===== config.mk =====
export PLATFORM = sky130hd
export DESIGN_NAME = mux2_arbiter_4b
export DESIGN_NICKNAME = d
export VERILOG_FILES = /design/src/rtl/mux2_arbiter_4b.sv
export SDC_FILE = /design/constraint.sdc
export NUM_CORES = 1
export LEC_CHECK = 0
export ABC_AREA = 1
export CORE_AREA = 8 8 45 47
export DETAILED_ROUTE_END_ITERATION = 10
export DIE_AREA = 0 0 53 55
export PLACE_DENSITY = 0.62
export SLEW_MARGIN = 20
export SYNTH_ARGS = -nofsm -noshare
export SYNTH_HDL_FRONTEND = slang
export SYNTH_SLANG_ARGS = --single-unit

===== constraint.sdc =====
create_clock -name clk -period 1.2 [get_ports clk]
set_clock_uncertainty 0.1 [all_clocks]
set_input_delay 0.24 -clock clk [delete_from_list [all_inputs] [get_ports clk]]
set_output_delay 0.24 -clock clk [all_outputs]
set_load 0.02 [all_outputs]

===== src/rtl/mux2_arbiter_4b.sv =====
// Two-requester round-robin arbiter feeding a 4-bit 2:1 mux into a one-entry
// output buffer; all ports use val/rdy handshakes.
module mux2_arbiter_4b #(
  parameter bit RESET_PRIO = 1'b0
) (
  input  logic       clk,
  input  logic       reset,
  input  logic       in0_val,
  output logic       in0_rdy,
  input  logic [3:0] in0_msg,
  input  logic       in1_val,
  output logic       in1_rdy,
  input  logic [3:0] in1_msg,
  output logic       out_val,
  input  logic       out_rdy,
  output logic [3:0] out_msg,
  output logic       out_src
);

  // Handshake: a message moves across a port on a rising edge exactly when
  // that port's val and rdy are both high; senders hold val/msg until then.

  typedef enum logic {
    EMPTY = 1'b0,
    FULL  = 1'b1
  } buf_state_t;

  buf_state_t state;
  logic       prio;
  logic       can_load;
  logic       grant;
  logic [3:0] mux_msg;
  logic       load;

  assign out_val  = (state == FULL);
  assign can_load = !out_val || out_rdy;

  always_comb begin
    grant = prio;
    if (in0_val && !in1_val) begin
      grant = 1'b0;
    end else if (in1_val && !in0_val) begin
      grant = 1'b1;
    end
  end

  assign mux_msg = grant ? in1_msg : in0_msg;

  // Ready is suppressed during reset so no transfer is seen by a requester.
  assign in0_rdy = !reset && can_load && in0_val && (grant == 1'b0);
  assign in1_rdy = !reset && can_load && in1_val && (grant == 1'b1);
  assign load    = in0_rdy || in1_rdy;

  always_ff @(posedge clk) begin
    if (reset) begin
      state   <= EMPTY;
      out_msg <= 4'b0000;
      out_src <= 1'b0;
      prio    <= RESET_PRIO;
    end else if (load) begin
      state   <= FULL;
      out_msg <= mux_msg;
      out_src <= grant;
      prio    <= ~grant;
    end else if (out_val && out_rdy) begin
      state <= EMPTY;
    end
  end

endmodule


After elaboration in Yosys (flattened, before gate mapping)
Cells that the tools add are included.
Storage, ports and cells
  output and inout bits: 8
  register bits: 7
Operators by class
  mux-type cells: 5
  bitwise logic cells: 1
  reduce and logical (&&, ||, !) cells: 15
Operators with widths (count)
  $logic_and 1x1->1: 8
  $logic_not 1->1: 4
  $mux 1: 4
  $mux 4: 1
  $logic_or 1x1->1: 2
  $reduce_bool 2->1: 1
  $not 1->1: 1

Depth between registers and ports, before layout
Gate-level depths: netlist (run 1).
  depth after elaboration: 8
  gate-level depth with buffers: 7
  mapped depth without buffers: 7

Worst setup path before layout (run 1)
No wires, ideal clock.
  path kind: flip-flop to output port
  from: register state (netlist: out_val)
  to: output in0_rdy
  data required time: 0.860 ns
  arrival: 0.831 ns
  setup slack: 0.029 ns
  stages on the path, launching flop included: 4
  cells stage by stage: dfxtp_1 > a21oi_1 > nand3_1 > inv_1
On the way
  word-level cells in the longest chain between the ends: 5
RTL lines
  start: declaration: RTL line 28  | buf_state_t state;
  start signal: assignment: RTL line 56  | state <= EMPTY;
  start signal: assignment: RTL line 61  | state <= FULL;
  start signal: assignment: RTL line 66  | state <= EMPTY;
  $logic_not 1->1: RTL line 36  | assign can_load = !out_val || out_rdy;
  $logic_or 1x1->1: RTL line 36
  $logic_and 1x1->1 (3 in series): RTL line 50  | assign in0_rdy = !reset && can_load && in0_val && (grant == 1'b0);
  end: declaration: RTL line 9  | output logic in0_rdy,
Every way passes these cells.

Worst setup path in the final report (run 1)
  from: register state (netlist: out_val)
  to: output in1_rdy
On the way
  word-level cells in the longest chain between the ends: 5
RTL lines
  $logic_not 1->1: RTL line 36
  $logic_or 1x1->1: RTL line 36
  $logic_and 1x1->1 (3 in series): RTL line 51  | assign in1_rdy = !reset && can_load && in1_val && (grant == 1'b1);
  end: declaration: RTL line 12  | output logic in1_rdy,
Every way passes these cells.

==> results of run 1 <==
==> registers in the layout, summed over array words and instances, names as in the netlist <==
register	cells
out_val	1
out_msg	4
prio	1
out_src	1
==> cell usage after synthesis <==
library cell / instances
nand2_1: 22
inv_1: 10
nor2_1: 8
dfxtp_1: 7
nand3_1: 7
a21oi_1: 3
nand2_2: 1
o211ai_2: 1
==> critical path: cells and delay by family (launching register included) <==
kind,cells,cell delay [ns]
DFF,1,0.33
AOI/OAI and AO/OA,1,0.17
and+or+nand+nor,1,0.10
buffers and inverters,2,0.17
==> layout make-up <==
class	instances	area [um^2]
Fill cell	135	629
Timing Repair Buffer	34	298
Multi-Input combinational cell	42	225
Sequential cell	7	143
Inverter	10	42.5
Clock buffer	4	26.3
Tap cell	16	20.0
==> placed cells by master (no fill, tap or decap) <==
| master | synthesis | routed |
|---|---|---|
| nand2_1 | 22 | 18 |
| clkdlybuf4s50_1 | 0 | 8 |
| dfxtp_1 | 7 | 5 |
| inv_4 | 0 | 2 |
| o211ai_2 | 1 | 1 |
| clkdlybuf4s15_1 | 0 | 1 |
| buf_2 | 0 | 4 |
| a21oi_1 | 3 | 2 |
| nand3_2 | 0 | 2 |
| buf_6 | 0 | 6 |
| nand2_2 | 1 | 3 |
| dfxtp_2 | 0 | 2 |
| inv_2 | 0 | 3 |
| nor2_2 | 0 | 1 |
| nor2_1 | 8 | 7 |
| a21oi_4 | 0 | 1 |
| buf_4 | 0 | 11 |
| clkbuf_4 | 0 | 3 |
| clkdlybuf4s15_2 | 0 | 1 |
| clkbuf_1 | 0 | 1 |
| nand2_4 | 0 | 2 |
| inv_1 | 10 | 5 |
| dlygate4sd2_1 | 0 | 3 |
| nand3_1 | 7 | 5 |
==> routing by layer <==
| metal | GRT usage | share of wire | up-vias |
|---|---|---|---|
| li1 | - | - | 255 |
| met1 | 0.0838 | 0.35 | 200 |
| met2 | 0.141 | 0.59 | 10 |
| met3 | 0.0321 | 0.042 | 2 |
| met4 | 0.0259 | 0.016 | 0 |
| met5 | 0 | 0 | - |
==> worst max path at each step <==
stage / from / endpoint / slack [ns] / cells past startpoint
6_report: out_val / in1_rdy / -0.15 / 4
5_1_grt: prio / in1_rdy / -0.21 / 5
4_1_cts: out_val / in0_rdy / -0.18 / 4
3_5_place_dp: out_rdy / in0_rdy / -0.83 / 6
3_3_place_gp: out_rdy / in0_rdy / -0.82 / 6
2_1_floorplan: out_val / in0_rdy / 0.03 / 3
==> power by group through the flow <==
stage | registers, mW | clock network, mW | logic [mW]
CTS | 0.263 | 0.223 | 0.237
global route | 0.265 | 0.239 | 0.268
global placement | 0.265 | 0 | 0.231
floorplan | 0.287 | 0 | 0.0718
finish | 0.263 | 0.210 | 0.246
detailed placement | 0.266 | 0 | 0.232
==> metrics by stage <==
stage | hold slack [ns] | util
finish | 0.374 | 0.545
global route | 0.379 | 0.545
CTS | 0.329 | 0.537
detailed placement | 0.408 | 0.495
global placement | 0.403 | 0.495
floorplan | 0.209 | -
==> what timing repair did <==
item                                    in CTS  in global routing
cloned                                       0                  0
endpoints found under the setup margin      15                 12
resized for setup                           46                 19
hold buffers                                 0                  0
pin swaps                                    3                  5
buffers inserted                             1                  0
==> cell families (layout without fill, tap and decap cells) <==
logic type      count (synthesis)  in the layout
compound gates                  4              4
buf+inv                        10             48
flops                           7              7
simple gates                   38             38
==> impl_metrics.csv, run 1 <==
group,metric,value,unit
clocking,clkSinkCount,7,
timing,finalHoldViolCount,0,
power_and_ir_drop,power.density,954,nW/um^2
critical_path,critical_path_class,"reg2out",
synth,synthMuxAreaShare,0,
critical_path,required,0.86,ns
grt,grt-ovfl-total,0,
clocking,cts.htree.levels,1,
clocking,path_clk_slew,0.05,ns
power_and_ir_drop,internal_power,0.507,mW
critical_path,end_kind,"output pin",
synth,synth_compound_area_frac,0.0767,
final_layout,syn_to_final_growth,110,%
power_and_ir_drop,ir_worst_vdd,794,uV
synth,yosysTopAreaCell,"dfxtp_1",
critical_path,worst_setup_path_start_kind,"register",
power_and_ir_drop,power_switching,0.213,mW
grt,grt_antenna_before_repair,0,
grt,grt_pass1_vias,408,
grt,grt_pass1_wl,1700,um
hold_path,min_to,"prio",
final_layout,fin_nets,111,
timing,worst_pin_slew,0.165,ns
timing,fin_crit,1.35,ns
timing,relSlewSlack,0.889,
floorplan,chipHeight,55,um
hold_path,hold_path.class,"in2reg",
clocking,cts_buffer_depth,2,
critical_path,reg2reg_to,"out_msg[2]",
synth,synth_top_family_by_area,"simple AND/OR/NAND/NOR gates",
power_and_ir_drop,power_frac_comb,0.341,
power_and_ir_drop,p_total,0.720,mW
final_layout,final_area,754,um^2
clocking,cts_tree,"built",
routing,routed-via-count,467,
placement,placed_area,684,um^2
power_and_ir_drop,power_frac_clock,0.292,
synth,syn_area,359,um^2
floorplan,num_rows,14,
clocking,worstSkewPairLatency,0.25,ns
floorplan,num_io_pins,21,
final_layout,antennaDiodeCount,0,
placement,portBuffers,20,
hold_path,holdPathStages,3,
critical_path,crit_slowest_cell,"dfxtp_2",
timing,setup_ws,-0.152,ns
synth,synth_nets,72,
timing,period_share,1.13,
timing,tns,-0.299,ns
synth,synth_area_leaders,"dfxtp_1, nand2_1, inv_1, nand3_1, nor2_1",
routing,wl,1210,um
floorplan,die_w,53,um
timing,slew_violations,0,
placement,dp_cells,109,
final_layout,drive_gt1_frac,0.433,
synth,synth-simple-area-share,0.429,
timing,grt_setup_unrepaired,"yes",
critical_path,timing.rr.start,"prio",
synth,synth_adder_area_share,0,
synth,yosysWarnings,0,
status,failed_checks,"setup timing",
critical_path,worstPathArrival,1.01,ns
routing,vias_per_cell,4.13,
synth,synth_cell_types,8,
status,outcome,"finished, violations left",
floorplan,coreArea,1380,um^2
placement,gp_congestion,0.788,
routing,ant_nets,0,
critical_path,reg2reg_depth,8,
placement,dp_hpwl,903,um
critical_path,rrSetupSlack,0.02,ns
synth,synth_xor_area_frac,0,
power_and_ir_drop,swShare,0.296,
routing,firstDrtPassIters,3,
clocking,cts_root_buf,"clkbuf_4",
floorplan,initial_core_util,0.259,
synth,ys_ff_latch,7,
critical_path,cp_max_fo,2,
run,drv_cap,0,
hold_path,min-delay-start,"reset",
synth,syn-mean-instance-area,6.09,um^2
synth,syn_inst,59,
floorplan,dieArea,2920,um^2
synth,ys_seq_area_frac,0.390,
power_and_ir_drop,p_seq_frac,0.366,
final_layout,fin_cells,113,
power_and_ir_drop,power.leakage,0.396,nW
routing,drc,0,
routing,routedWlPerCell,10.7,um
grt,track_usage,0.0793,
placement,pre_cts_ws,-0.835,ns
routing,first_iter_violations,2,
critical_path,crit_chain,"a21oi_4 > nand3_2 > inv_2 > buf_6",
critical_path,slowest_delay,0.33,ns
grt,grt_max_degree,10,
synth,synth_top_area_share,0.390,
clocking,cts_buffers,3,
timing,setup_viol,2,
timing,fmax,740,MHz
Power figures use the tool's default switching activity.
==> inputs of run 2 (changes only) <==
--- a/config.mk
+++ b/config.mk
@@ -6,9 +6,9 @@
 export NUM_CORES = 1
 export LEC_CHECK = 0
 export ABC_AREA = 1
-export CORE_AREA = 8 8 45 47
+export CORE_AREA = 2 2 39 41
 export DETAILED_ROUTE_END_ITERATION = 10
-export DIE_AREA = 0 0 53 55
+export DIE_AREA = 0 0 41 43
 export PLACE_DENSITY = 0.62
 export SLEW_MARGIN = 20
 export SYNTH_ARGS = -nofsm -noshare
==> constraint.sdc (replaced) <==
create_clock -name clk -period 1.62 [get_ports clk]
set_clock_uncertainty 0.1 [all_clocks]
set_input_delay 0.324 -clock clk [delete_from_list [all_inputs] [get_ports clk]]
set_output_delay 0.324 -clock clk [all_outputs]
set_load 0.02 [all_outputs]
==> impl_metrics.csv, run 2 (synthesis gave the netlist of run 1 again) <==
group,metric,value,unit
status,outcome,"finished, final reports clean",
clocking,cts_buffers,3,
grt,grt_antenna_before_repair,0,
critical_path,required,1.20,ns
floorplan,num_rows,14,
clocking,holdBufCountCts,0,
timing,period_share,0.901,
critical_path,worstPathArrival,1.03,ns
floorplan,chipHeight,43,um
final_layout,final-seq-area,140,um^2
critical_path,end_kind,"output pin",
power_and_ir_drop,power.density,721,nW/um^2
routing,drc,0,
timing,setup_viol,0,
timing,slew_violations,0,
clocking,path_clk_slew,0.06,ns
routing,first_iter_violations,2,
grt,grt_pass1_wl,1720,um
clocking,clkSinkCount,7,
run,drv_cap,0,
critical_path,worst_setup_path_start_kind,"register",
final_layout,drive_gt1_frac,0.260,
clocking,cts.htree.levels,1,
timing,hold_ws,0.381,ns
final_layout,fin_nets,114,
clocking,worstSkewPairLatency,0.26,ns
placement,gp_congestion,0.777,
final_layout,largest_register_ffs,4,
floorplan,num_io_pins,21,
timing,fmax,685,MHz
routing,routed-via-count,476,
floorplan,die_w,41,um
critical_path,cp_top_family,"buffers and inverters",
placement,dp_hpwl,778,um
final_layout,nFillCells,147,
final_layout,multi_input_comb_area,185,um^2
timing,finalHoldViolCount,0,
routing,firstDrtPassIters,4,
hold_path,min-delay-start,"out_src",
grt,grt_pass1_vias,440,
final_layout,syn_to_final_growth,105,%
final_layout,regMostFlops,"out_msg",
hold_path,hold_path.class,"reg2reg",
final_layout,final_area,736,um^2
final_layout,final_common_cell,"nand2_1",
grt,track_usage,0.151,
placement,portBuffers,20,
floorplan,dieArea,1760,um^2
critical_path,crit_chain,"buf_4 > dlygate4sd2_1",
routing,wl,1070,um
critical_path,timing.rr.start,"prio",
grt,grt_max_degree,10,
power_and_ir_drop,power.leakage,0.450,nW
grt,grt-ovfl-total,0,
clocking,cts_buffer_depth,2,
timing,tns,0,ns
critical_path,cp_max_fo,2,
timing,grt_setup_unrepaired,"no",
critical_path,path_buf_inv,2,
clocking,cts_root_buf,"clkbuf_4",
routing,ant_nets,0,
placement,placed_area,669,um^2
power_and_ir_drop,ir_worst_vdd,288,uV
routing,routedWlPerCell,9.21,um
timing,fin_crit,1.46,ns
clocking,cts_tree,"built",
critical_path,slowest_delay,0.34,ns
floorplan,coreArea,1380,um^2
timing,relSlewSlack,0.848,
timing,worst_pin_slew,0.228,ns
critical_path,cp-startpoint,"out_val",
floorplan,initial_core_util,0.259,
critical_path,crit_slowest_cell,"dfxtp_1",
routing,vias_per_cell,4.10,
final_layout,antennaDiodeCount,0,
final_layout,final_cell_mix,"nand2_1, buf_4, inv_1",
critical_path,critical_path_class,"reg2out",
run 2: path summary, 6_finish.rpt:
kind              endpoint  slack [ns]  cells past startpoint
setup / recovery   out_val        0.16                      2
setup reg to reg   out_src        0.23                      9
hold / removal     out_src        0.38                      2
hold reg to reg    out_src        0.38                      2
run 2: stage by stage:
| step | power, mW | utilization | instances | setup slack [ns] |
|---|---|---|---|---|
| final | 0.531 | 0.532 | 116 | 0.161 |
| after global routing | 0.568 | 0.532 | 116 | 0.0532 |
| after CTS | 0.537 | 0.524 | 116 | 0.000700 |
| after detailed placement | 0.363 | 0.484 | 107 | -0.567 |
| after global placement | 0.362 | 0.484 | 107 | -0.554 |
| after floorplan | 0.266 | - | 59 | 0.365 |
run 2: repair_timing:
action / in CTS / in global routing
gates resized for setup: 18 / 4
setup buffers: 5 / 0
pin swaps: 3 / 0
endpoints found under the setup margin: 5 / 5
run 2: area by class of cell:
type                    instances  area share
repair buffers                 37       0.444
flip-flops and latches          7       0.190
well taps                      16      0.0272
multi-input cells              42       0.252
clock buffers                   4      0.0357
inverters                      10      0.0510
run 2: where the power goes:
part	internal, mW	switching, mW	leakage (nW)
Combinational	0.0897	0.0763	0.377
Clock	0.0948	0.0770	0.0150
Sequential	0.186	0.00629	0.0579
Total	0.371	0.160	0.450
run 2: worst reg2reg max path: stages, from the launching register on:
cell and delay [ns]:
dfxtp_1 0.33, nand2_1 0.08, nand2_2 0.07, nand3_1 0.09, buf_4 0.14, buf_4 0.12, buf_4 0.12, buf_4 0.12
buf_4 0.12, nand2_1 0.06
run 2: layer usage:
layer	GRT usage	share of wire
met5	0	0
met4	0.120	0.037
met3	0.0471	0.039
met2	0.238	0.52
met1	0.153	0.40
==> inputs of run 3 (changes only) <==
--- a/config.mk
+++ b/config.mk
@@ -9,6 +9,7 @@
 export CORE_AREA = 2 2 39 41
 export DETAILED_ROUTE_END_ITERATION = 10
 export DIE_AREA = 0 0 41 43
+export MAX_ROUTING_LAYER = met4
 export PLACE_DENSITY = 0.62
 export SLEW_MARGIN = 20
 export SYNTH_ARGS = -nofsm -noshare
==> impl_metrics.csv, run 3 (synthesis gave the netlist of run 1 again) <==
group,metric,value,unit
power_and_ir_drop,ir_worst_vdd,288,uV
routing,routed-via-count,476,
routing,routedWlPerCell,9.24,um
timing,fin_crit,1.46,ns
grt,track_usage,0.155,
power_and_ir_drop,power_frac_comb,0.312,
critical_path,worstPathArrival,1.04,ns
clocking,cts.htree.levels,1,
grt,grt_pass1_wl,1720,um
power_and_ir_drop,internal_power,0.371,mW
timing,fmax,685,MHz
critical_path,required,1.20,ns
final_layout,final_cell_mix,"nand2_1, buf_4, inv_1",
clocking,worstSkewPairLatency,0.26,ns
final_layout,fin_nets,114,
timing,setup_viol,0,
routing,first_iter_violations,2,
final_layout,antennaDiodeCount,0,
placement,gp_congestion,0.787,
timing,slew_violations,0,
clocking,cts_tree,"built",
routing,firstDrtPassIters,2,
final_layout,final_common_cell,"nand2_1",
power_and_ir_drop,power.leakage,0.450,nW
grt,grt_pass1_vias,440,
hold_path,holdPathStages,2,
critical_path,crit_slowest_cell,"dfxtp_1",
placement,dp_cells,107,
hold_path,min-delay-start,"out_src",
routing,vias_per_cell,4.10,
critical_path,cp_max_fo,2,
critical_path,critical_path_class,"reg2out",
critical_path,timing.rr.start,"prio",
timing,worst_pin_slew,0.228,ns
hold_path,hold_path.class,"reg2reg",
floorplan,initial_core_util,0.259,
timing,relSlewSlack,0.848,
timing,period_share,0.901,
clocking,cts_buffer_depth,2,
critical_path,crit_chain,"buf_4 > dlygate4sd2_1",
critical_path,slowest_delay,0.34,ns
run,drv_cap,0,
timing,finalHoldViolCount,0,
final_layout,largest_register_ffs,4,
clocking,cts_root_buf,"clkbuf_4",
status,outcome,"finished, final reports clean",
final_layout,fin_cells,116,
clocking,cts_buffers,3,
timing,grt_setup_unrepaired,"no",
floorplan,coreArea,1380,um^2
final_layout,regMostFlops,"out_msg",
floorplan,chipHeight,43,um
final_layout,syn_to_final_growth,105,%
placement,dp_hpwl,778,um
routing,wl,1070,um
floorplan,num_io_pins,21,
power_and_ir_drop,power_switching,0.160,mW
clocking,path_clk_slew,0.06,ns
floorplan,die_w,41,um
placement,portBuffers,20,
critical_path,cp-startpoint,"out_val",
critical_path,end_kind,"output pin",
power_and_ir_drop,power.density,722,nW/um^2
routing,drc,0,
critical_path,reg2reg_depth,9,
timing,tns,0,ns
power_and_ir_drop,swShare,0.302,
power_and_ir_drop,p_seq_frac,0.363,
grt,grt_max_degree,10,
clocking,clkSinkCount,7,
floorplan,num_rows,14,
floorplan,dieArea,1760,um^2
grt,grt-ovfl-total,0,
final_layout,drive_gt1_frac,0.260,
power_and_ir_drop,power_frac_clock,0.325,
grt,grt_antenna_before_repair,0,
power_and_ir_drop,p_total,0.531,mW
critical_path,worst_setup_path_start_kind,"register",
clocking,holdBufCountCts,0,
routing,ant_nets,0,
==> run 3: cell type report <==
type,instances,area [um^2]
clock buffer,4,26.3
fill,147,648
inverter,10,37.5
multi-input combinational,42,185
sequential,7,140
tap,16,20.0
timing repair buffer,37,327
==> run 3: metrics by stage <==
stage | hold WS (ns) | util | instance area, um^2 | worst slack, ns
detailed placement | 0.370 | 0.484 | 669 | -0.567
global placement | 0.365 | 0.484 | 669 | -0.554
CTS | 0.374 | 0.524 | 726 | 0.000700
finish | 0.382 | 0.532 | 736 | 0.160
global route | 0.400 | 0.532 | 736 | 0.0532
floorplan | 0.293 | - | 359 | 0.365
==> run 3: repair_timing <==
item	in CTS	in global routing
endpoints found under the setup margin	5	5
pin swaps	3	0
gates resized for setup	18	4
setup buffers	5	0
==> run 3: critical path, delay by kind of cell (launching register included) <==
family | cells | cell delay (ns)
buffers and inverters | 2 | 0.43
flip-flops | 1 | 0.34
==> run 3: path summary, 6_finish.rpt <==
kind / slack (ns) / end
max: 0.16 / out_val
min: 0.38 / out_src
max reg2reg: 0.23 / out_src
min reg2reg: 0.38 / out_src
==> run 3: power by group through the flow <==
stage / registers [mW] / clock network (mW) / logic (mW)
final: 0.193 / 0.172 / 0.166
after global routing: 0.195 / 0.190 / 0.183
after CTS: 0.194 / 0.176 / 0.168
after detailed placement: 0.197 / 0 / 0.166
after global placement: 0.197 / 0 / 0.165
after floorplan: 0.213 / 0 / 0.0532
==> run 3: routing by layer <==
layer  track usage  part of all wire  routed length (um)  vias up
met3        0.0471             0.039                  42        5
met5             -                 0                   0        -
met1         0.153              0.40                 429      201
met4         0.120             0.034                  36        0
li1              -                 -                   -      260
met2         0.238              0.53                 564       10
